`config.mk`:
```
export PLATFORM = sky130hd
export DESIGN_NAME = uart_tx_serializer
export DESIGN_NICKNAME = d
export VERILOG_FILES = /design/src/rtl/uart_tx_serializer.sv
export SDC_FILE = /design/constraint.sdc
export NUM_CORES = 1
export LEC_CHECK = 0
export ABC_AREA = 1
export BUFFER_PORTS_ARGS = -buffer_cell sky130_fd_sc_hd__buf_2
export CAP_MARGIN = 5
export CORE_MARGIN = 2
export CORE_UTILIZATION = 60
export CTS_CLUSTER_DIAMETER = 40
export DETAILED_ROUTE_END_ITERATION = 12
export HOLD_SLACK_MARGIN = 0.06
export PLACE_DENSITY = 0.8
export SYNTH_ARGS = -nofsm -noshare
export SYNTH_HDL_FRONTEND = slang
export SYNTH_SLANG_ARGS = --single-unit
export TNS_END_PERCENT = 1
```
`constraint.sdc`:
```
create_clock -name clk -period 3.34 [get_ports clk]
set_clock_uncertainty 0.2 [all_clocks]
set_input_delay 1.002 -clock clk [delete_from_list [all_inputs] [get_ports clk]]
set_output_delay 1.002 -clock clk [all_outputs]
set_load 0.1 [all_outputs]
```
`src/rtl/uart_tx_serializer.sv`:
```
// 8-bit UART transmitter: serialises a byte LSB-first as 8N1/8N2 with busy/done handshake.
// Define UART_TX_PARITY_EN to insert an even-parity bit between data and stop (8E1/8E2).
module uart_tx_serializer #(
  parameter int CLKS_PER_BIT = 5208,
  parameter int STOP_BITS    = 1
) (
  input  logic       clk,
  input  logic       reset,
  input  logic [7:0] tx_data,
  input  logic       send,
  output logic       tx,
  output logic       tx_busy,
  output logic       data_sent,
  output logic       tx_overrun
);

  localparam int CNT_W = (CLKS_PER_BIT > 1) ? $clog2(CLKS_PER_BIT) : 1;
  localparam logic [CNT_W-1:0] CNT_LAST = CNT_W'(CLKS_PER_BIT - 1);
  localparam logic STOP_LAST = 1'(STOP_BITS - 1);

  typedef enum logic [2:0] {
    IDLE   = 3'd0,
    START  = 3'd1,
    DATA   = 3'd2,
`ifdef UART_TX_PARITY_EN
    PARITY = 3'd4,
`endif
    STOP   = 3'd3
  } state_t;

  state_t           state, state_n;
  logic [CNT_W-1:0] cnt, cnt_n;
  logic [2:0]       bit_idx, bit_idx_n;
  logic [7:0]       shift, shift_n;
  logic             stop_idx, stop_idx_n;
  logic             busy_reg, busy_n;
  logic             tx_n, sent_n, overrun_n;
  logic             bit_done;
`ifdef UART_TX_PARITY_EN
  logic             par_reg, par_n;
`endif

  assign bit_done = (cnt == CNT_LAST);
  // The IDLE term stops a registered sender from firing twice in a row.
  assign tx_busy  = busy_reg | ((state == IDLE) & send);

  always_comb begin
    state_n    = state;
    cnt_n      = cnt;
    bit_idx_n  = bit_idx;
    shift_n    = shift;
    stop_idx_n = stop_idx;
    busy_n     = busy_reg;
    tx_n       = tx;
    sent_n     = 1'b0;
    overrun_n  = tx_overrun | (send & busy_reg);
`ifdef UART_TX_PARITY_EN
    par_n      = par_reg;
`endif
    case (state)
      IDLE: begin
        tx_n = 1'b1;
        if (send) begin
          shift_n    = tx_data;
          cnt_n      = '0;
          bit_idx_n  = '0;
          stop_idx_n = 1'b0;
          busy_n     = 1'b1;
          tx_n       = 1'b0;
          state_n    = START;
`ifdef UART_TX_PARITY_EN
          par_n      = ^tx_data;
`endif
        end
      end
      START: begin
        if (bit_done) begin
          cnt_n     = '0;
          bit_idx_n = '0;
          tx_n      = shift[0];
          state_n   = DATA;
        end else begin
          cnt_n = cnt + 1'b1;
        end
      end
      DATA: begin
        if (bit_done) begin
          cnt_n     = '0;
          shift_n   = shift >> 1;
          bit_idx_n = bit_idx + 3'd1;
          tx_n      = shift[1];
          if (bit_idx == 3'd7) begin
`ifdef UART_TX_PARITY_EN
            tx_n    = par_reg;
            state_n = PARITY;
`else
            tx_n       = 1'b1;
            stop_idx_n = 1'b0;
            state_n    = STOP;
`endif
          end
        end else begin
          cnt_n = cnt + 1'b1;
        end
      end
`ifdef UART_TX_PARITY_EN
      PARITY: begin
        if (bit_done) begin
          cnt_n      = '0;
          tx_n       = 1'b1;
          stop_idx_n = 1'b0;
          state_n    = STOP;
        end else begin
          cnt_n = cnt + 1'b1;
        end
      end
`endif
      STOP: begin
        tx_n = 1'b1;
        if (bit_done) begin
          cnt_n = '0;
          if (stop_idx == STOP_LAST) begin
            busy_n  = 1'b0;
            sent_n  = 1'b1;
            state_n = IDLE;
          end else begin
            stop_idx_n = 1'b1;
          end
        end else begin
          cnt_n = cnt + 1'b1;
        end
      end
      default: begin
        // Corrupted encoding: fall back to a quiet idle line.
        state_n = IDLE;
        cnt_n   = '0;
        busy_n  = 1'b0;
        tx_n    = 1'b1;
      end
    endcase
  end

  always_ff @(posedge clk or posedge reset) begin
    if (reset) begin
      state      <= IDLE;
      cnt        <= '0;
      bit_idx    <= '0;
      shift      <= '0;
      stop_idx   <= 1'b0;
      busy_reg   <= 1'b0;
      tx         <= 1'b1;
      data_sent  <= 1'b0;
      tx_overrun <= 1'b0;
`ifdef UART_TX_PARITY_EN
      par_reg    <= 1'b0;
`endif
    end else begin
      state      <= state_n;
      cnt        <= cnt_n;
      bit_idx    <= bit_idx_n;
      shift      <= shift_n;
      stop_idx   <= stop_idx_n;
      busy_reg   <= busy_n;
      tx         <= tx_n;
      data_sent  <= sent_n;
      tx_overrun <= overrun_n;
`ifdef UART_TX_PARITY_EN
      par_reg    <= par_n;
`endif
    end
  end

endmodule
```
== Word level (Yosys, flattened, before mapping) ==
Cells that the tools add are included.

* Register bits after elaboration: 32
* Output and inout port bits: 4
* Word-level logic and storage cells: 74
* Input port bits: 11

* $add $sub $neg: 2
* Reduce and logical (&&, ||, !) cells: 12
* Eq/ne operators: 11
* Bitwise logic cells: 5
* Mux-type cells: 35

{| class="wikitable"
|+ Operator list
! operator !! number
|-
| 3-bit two-way mux || 9
|-
| 13-bit two-way mux || 2
|-
| 13-bit one-hot mux with 2 select lines || 1
|-
| 8-bit two-way mux || 2
|-
| 8-bit one-hot mux with 2 select lines || 1
|-
| 1-bit two-way mux || 15
|-
| 13-bit by 1-bit adder with 13-bit output (second input constant) || 1
|-
| 13-bit == test (second input constant) || 1
|-
| 2-bit inequality test (second input constant) || 6
|-
| 3-bit one-hot mux with 4 select lines || 1
|-
| 1-bit one-hot mux with 3 select lines || 3
|-
| 3-bit one-hot mux with 3 select lines || 1
|-
| 4-bit AND reduction || 2
|-
| 3-bit by 2-bit == test with 1-bit output (second input constant) || 2
|-
| 6-bit AND reduction || 1
|-
| 3-bit nonzero test || 2
|-
| 5-bit AND reduction || 1
|-
| 3-bit by 1-bit adder with 3-bit output (second input constant) || 1
|-
| 3-bit by 1-bit == test with 1-bit output (second input constant) || 1
|-
| 3-bit == test (second input constant) || 1
|-
| 3-bit zero test || 1
|-
| 3-bit AND reduction || 1
|-
| 3-bit OR reduction || 1
|-
| 1-bit AND || 2
|-
| 5 further kinds || 6
|}

== Logic depth before layout (Yosys ltp) ==
* Depth after elaboration: 4
* Depth in mapped cells: 10
* Gate-level depth less buffers: 10

== Worst setup path before layout ==
Ideal clock, no wire load.

* Kind: input port to output port
* From: input send
* To: output tx_busy
* Arrival: 3136 ps
* Buffers on the path: 0
* Data required time: 2138 ps
* Setup slack: -998 ps
* Stages on the path: 2
* Cells stage by stage: inv_1 > o21ai_0

* Longest elaborated chain between the ends: 2

{| class="wikitable"
|+ Ends and longest elaborated chain
! item !! line !! RTL
|-
| start, declared || 10 || <nowiki>input logic send,</nowiki>
|-
| 1-bit AND || 45 || <nowiki>assign tx_busy = busy_reg | ((state == IDLE) & send);</nowiki>
|-
| 1-bit OR || 45 ||
|-
| end, declared || 12 || <nowiki>output logic tx_busy,</nowiki>
|}

No other way between the ends.

== Worst setup path in the final report ==
* From: register state[0]
* To: output tx_busy

* Longest elaborated chain between the ends: 3

{| class="wikitable"
|+ Ends and longest elaborated chain
! item !! line !! RTL
|-
| start, declared || 31 || <nowiki>state_t state, state_n;</nowiki>
|-
| start signal, assigned || 158 || <nowiki>state <= state_n;</nowiki>
|-
| 3-bit zero test || 45 ||
|-
| 1-bit AND || 45 ||
|-
| 1-bit OR || 45 ||
|}

No other way between the ends.

==> impl_metrics.json <==
{
  "r2r-start": "state[0]",
  "final_common_cell": "nand2_1",
  "first_iter_violations": 78,
  "syn_nets": 241,
  "core_area_sq_um": 2730,
  "hold_violations": 0,
  "drive_gt1_frac": 0.165,
  "cpPeakStageDelay_ns": 0.45,
  "ys.flop_type": "dfrtp_1",
  "clk_pin_slew_ns": 0.11,
  "drc_errors": 0,
  "period_share": 0.918,
  "min_period_ns": 3.07,
  "port-buffer-count": 14,
  "vias_per_cell": 5.22,
  "ant_nets": 0,
  "crit_top_cell": "inv_1",
  "antenna_found_initial": 0,
  "multiInputGateArea_sq_um": 825,
  "critPathLaunchType": "flip-flop",
  "maxSlewHeadroom": 0.680,
  "crit_type": "reg -> out",
  "hold_buffers": 0,
  "yosysTopAreaCell": "dfrtp_1",
  "place_hpwl_um": 2290,
  "powerDensity_nw_per_um2": 836,
  "ys_warn_count": 0,
  "drt_pass1_iterations": 5,
  "die_x_um": 57.5,
  "grt_pass1_wl_um": 5780,
  "timing.fmax_mhz": 326,
  "crit_buf_inv": 3,
  "regMostFlops": "cnt",
  "yosysTopAreaCellShare": 0.422,
  "cp.arrival_ns": 1.86,
  "avgRoutedWirePerCell_um": 11.5,
  "area_delta_synth_final_pct": 10.4,
  "crit_path_end": "tx_busy",
  "final_cell_mix": "64 x nand2_1, 29 x inv_1, 29 x dfrtp_1",
  "async_flop_share": 1.00,
  "cp.required_ns": 2.14,
  "reg2reg_slack_ns": 1.10,
  "avgSynthCellArea_sq_um": 7.74,
  "reg_top3": "cnt x13, shift x8, bit_idx x3",
  "tns_ns": 0,
  "setup_viol": 0,
  "syn-cell-area_sq_um": 1720,
  "register_area_sq_um": 752,
  "hold_ws_ns": 0.275,
  "cap_violations": 0,
  "reg2reg_to": "bit_idx[1]",
  "antenna_cells": 0,
  "post_cts.repair.setup_buffers": 0,
  "nets": 260,
  "worstMarginPinSlew_ns": 0.483,
  "chipHeight_um": 57.5,
  "grt_usage": 0.229,
  "clock_latency_ns": 0.34,
  "cts_sinks": 30,
  "grt_pass1_vias": 1357,
  "ys_types": 27,
  "clockBufferDepth": 2,
  "vias": 1426,
  "crit_start": "state[0]",
  "ys_ff_latch": 30,
  "path_cells": "inv_1 > ha_1 > inv_1 > o21ai_2 > buf_2",
  "peakVddDrop_v": 0.000682,
  "crit_cells": 5,
  "grt_start_max_net_pins": 31,
  "h-tree-depth": 2,
  "die_area_sq_um": 3310,
  "largest_reg_flops": 13,
  "postCtsResizedCells": 0,
  "cts_inserted_buffers": 5,
  "synth_edf_count": 0,
  "cts_tree": "yes",
  "fillers": 231,
  "io_pins": 15,
  "start_util": 0.629,
  "cts_root_buf": "clkbuf_4",
  "synthTopCellsByArea": "dfrtp_1 42%, nand2_1 14%, o21ai_0 6.4%, inv_1 6.3%, ha_1 5.8%",
  "critical-path-slowest-cell": "dfrtp_1",
  "synth_cells": 222,
  "grt_overflow": 0,
  "ff2ff_path_depth": 10,
  "globalplace.congestion": 0.889,
  "status": "complete, no violations",
  "end_kind": "output pin",
  "wl_um": 3150,
  "cp_max_fo": 5,
  "rows": 19,
  "ys_seq_area_frac": 0.437,
  "hold_class": "reg -> reg",
  "worst_slack_ns": 0.275,
  "power.leakage_nw": 0.960,
  "finalMaxSlewViolations": 0,
  "final_util": 0.694,
  "finalPower_mw": 1.59,
  "cpLargestDelayFamily": "buffers and inverters",
  "pre_cts_ws_ns": 0.451,
  "rsz0062_at_grt": "no"
}
worst min-delay path by stage:
| stage | from | end | slack, ns | depth (start not counted) |
|---|---|---|---|---|
| 3_5_place_dp | tx_overrun | tx_overrun | 0.26 | 1 |
| 2_1_floorplan | shift[0] | shift[0] | 0.24 | 2 |
| 5_1_grt | shift[7] | shift[7] | 0.32 | 2 |
| 4_1_cts | tx_overrun | tx_overrun | 0.28 | 1 |
| 6_report | tx_overrun | tx_overrun | 0.27 | 1 |
| 3_3_place_gp | tx_overrun | tx_overrun | 0.26 | 1 |
stage by stage:
stage | cell area (sq um) | std cells
after floorplan | 1720 | 222
after global placement | 1820 | 265
after detailed placement | 1820 | 265
after CTS | 1900 | 273
after global routing | 1900 | 273
final | 1900 | 273
synth_stat cells (2+ instances only):
cell and number:
nand2_1 64, dfrtp_1 29, inv_1 29, o21ai_0 22, nor2_1 16, ha_1 8
nand3_1 8, o22ai_1 6, inv_2 5, o21ai_1 5, nor3_1 4, xor2_1 4
nand3_2 3, clkbuf_1 2, nand2_2 2, nand3b_1 2, nand4_1 2, nor2_2 2
cell families after synthesis:
| kind of cell | Yosys count | share of synthesized area |
|---|---|---|
| buf+inv | 37 | 0.0852 |
| fa+ha+maj | 8 | 0.0582 |
| simple gates | 106 | 0.282 |
| xor+xnor | 5 | 0.0255 |
| flops | 30 | 0.437 |
| compound gates | 36 | 0.111 |
power by group:
part	internal, mW	switching [mW]
Combinational	0.225	0.538
Clock	0.155	0.134
Sequential	0.473	0.0623
Total	0.853	0.734
final cells by class:
class / instances / area share
clock buffers: 5 / 0.0198
clock inverters: 3 / 0.0211
inverters: 34 / 0.0672
multi-input cells: 155 / 0.434
flip-flops and latches: 30 / 0.396
well taps: 31 / 0.0204
repair buffers: 15 / 0.0409
per-layer routing:
| layer | vias up | global-route usage | share of wire |
|---|---|---|---|
| met4 | 0 | 0.0698 | 0.018 |
| met3 | 9 | 0.0771 | 0.052 |
| li1 | 741 | - | - |
| met5 | - | 0 | 0 |
| met2 | 48 | 0.365 | 0.45 |
| met1 | 628 | 0.296 | 0.48 |
Note: power is estimated with default switching activity, not from simulation.
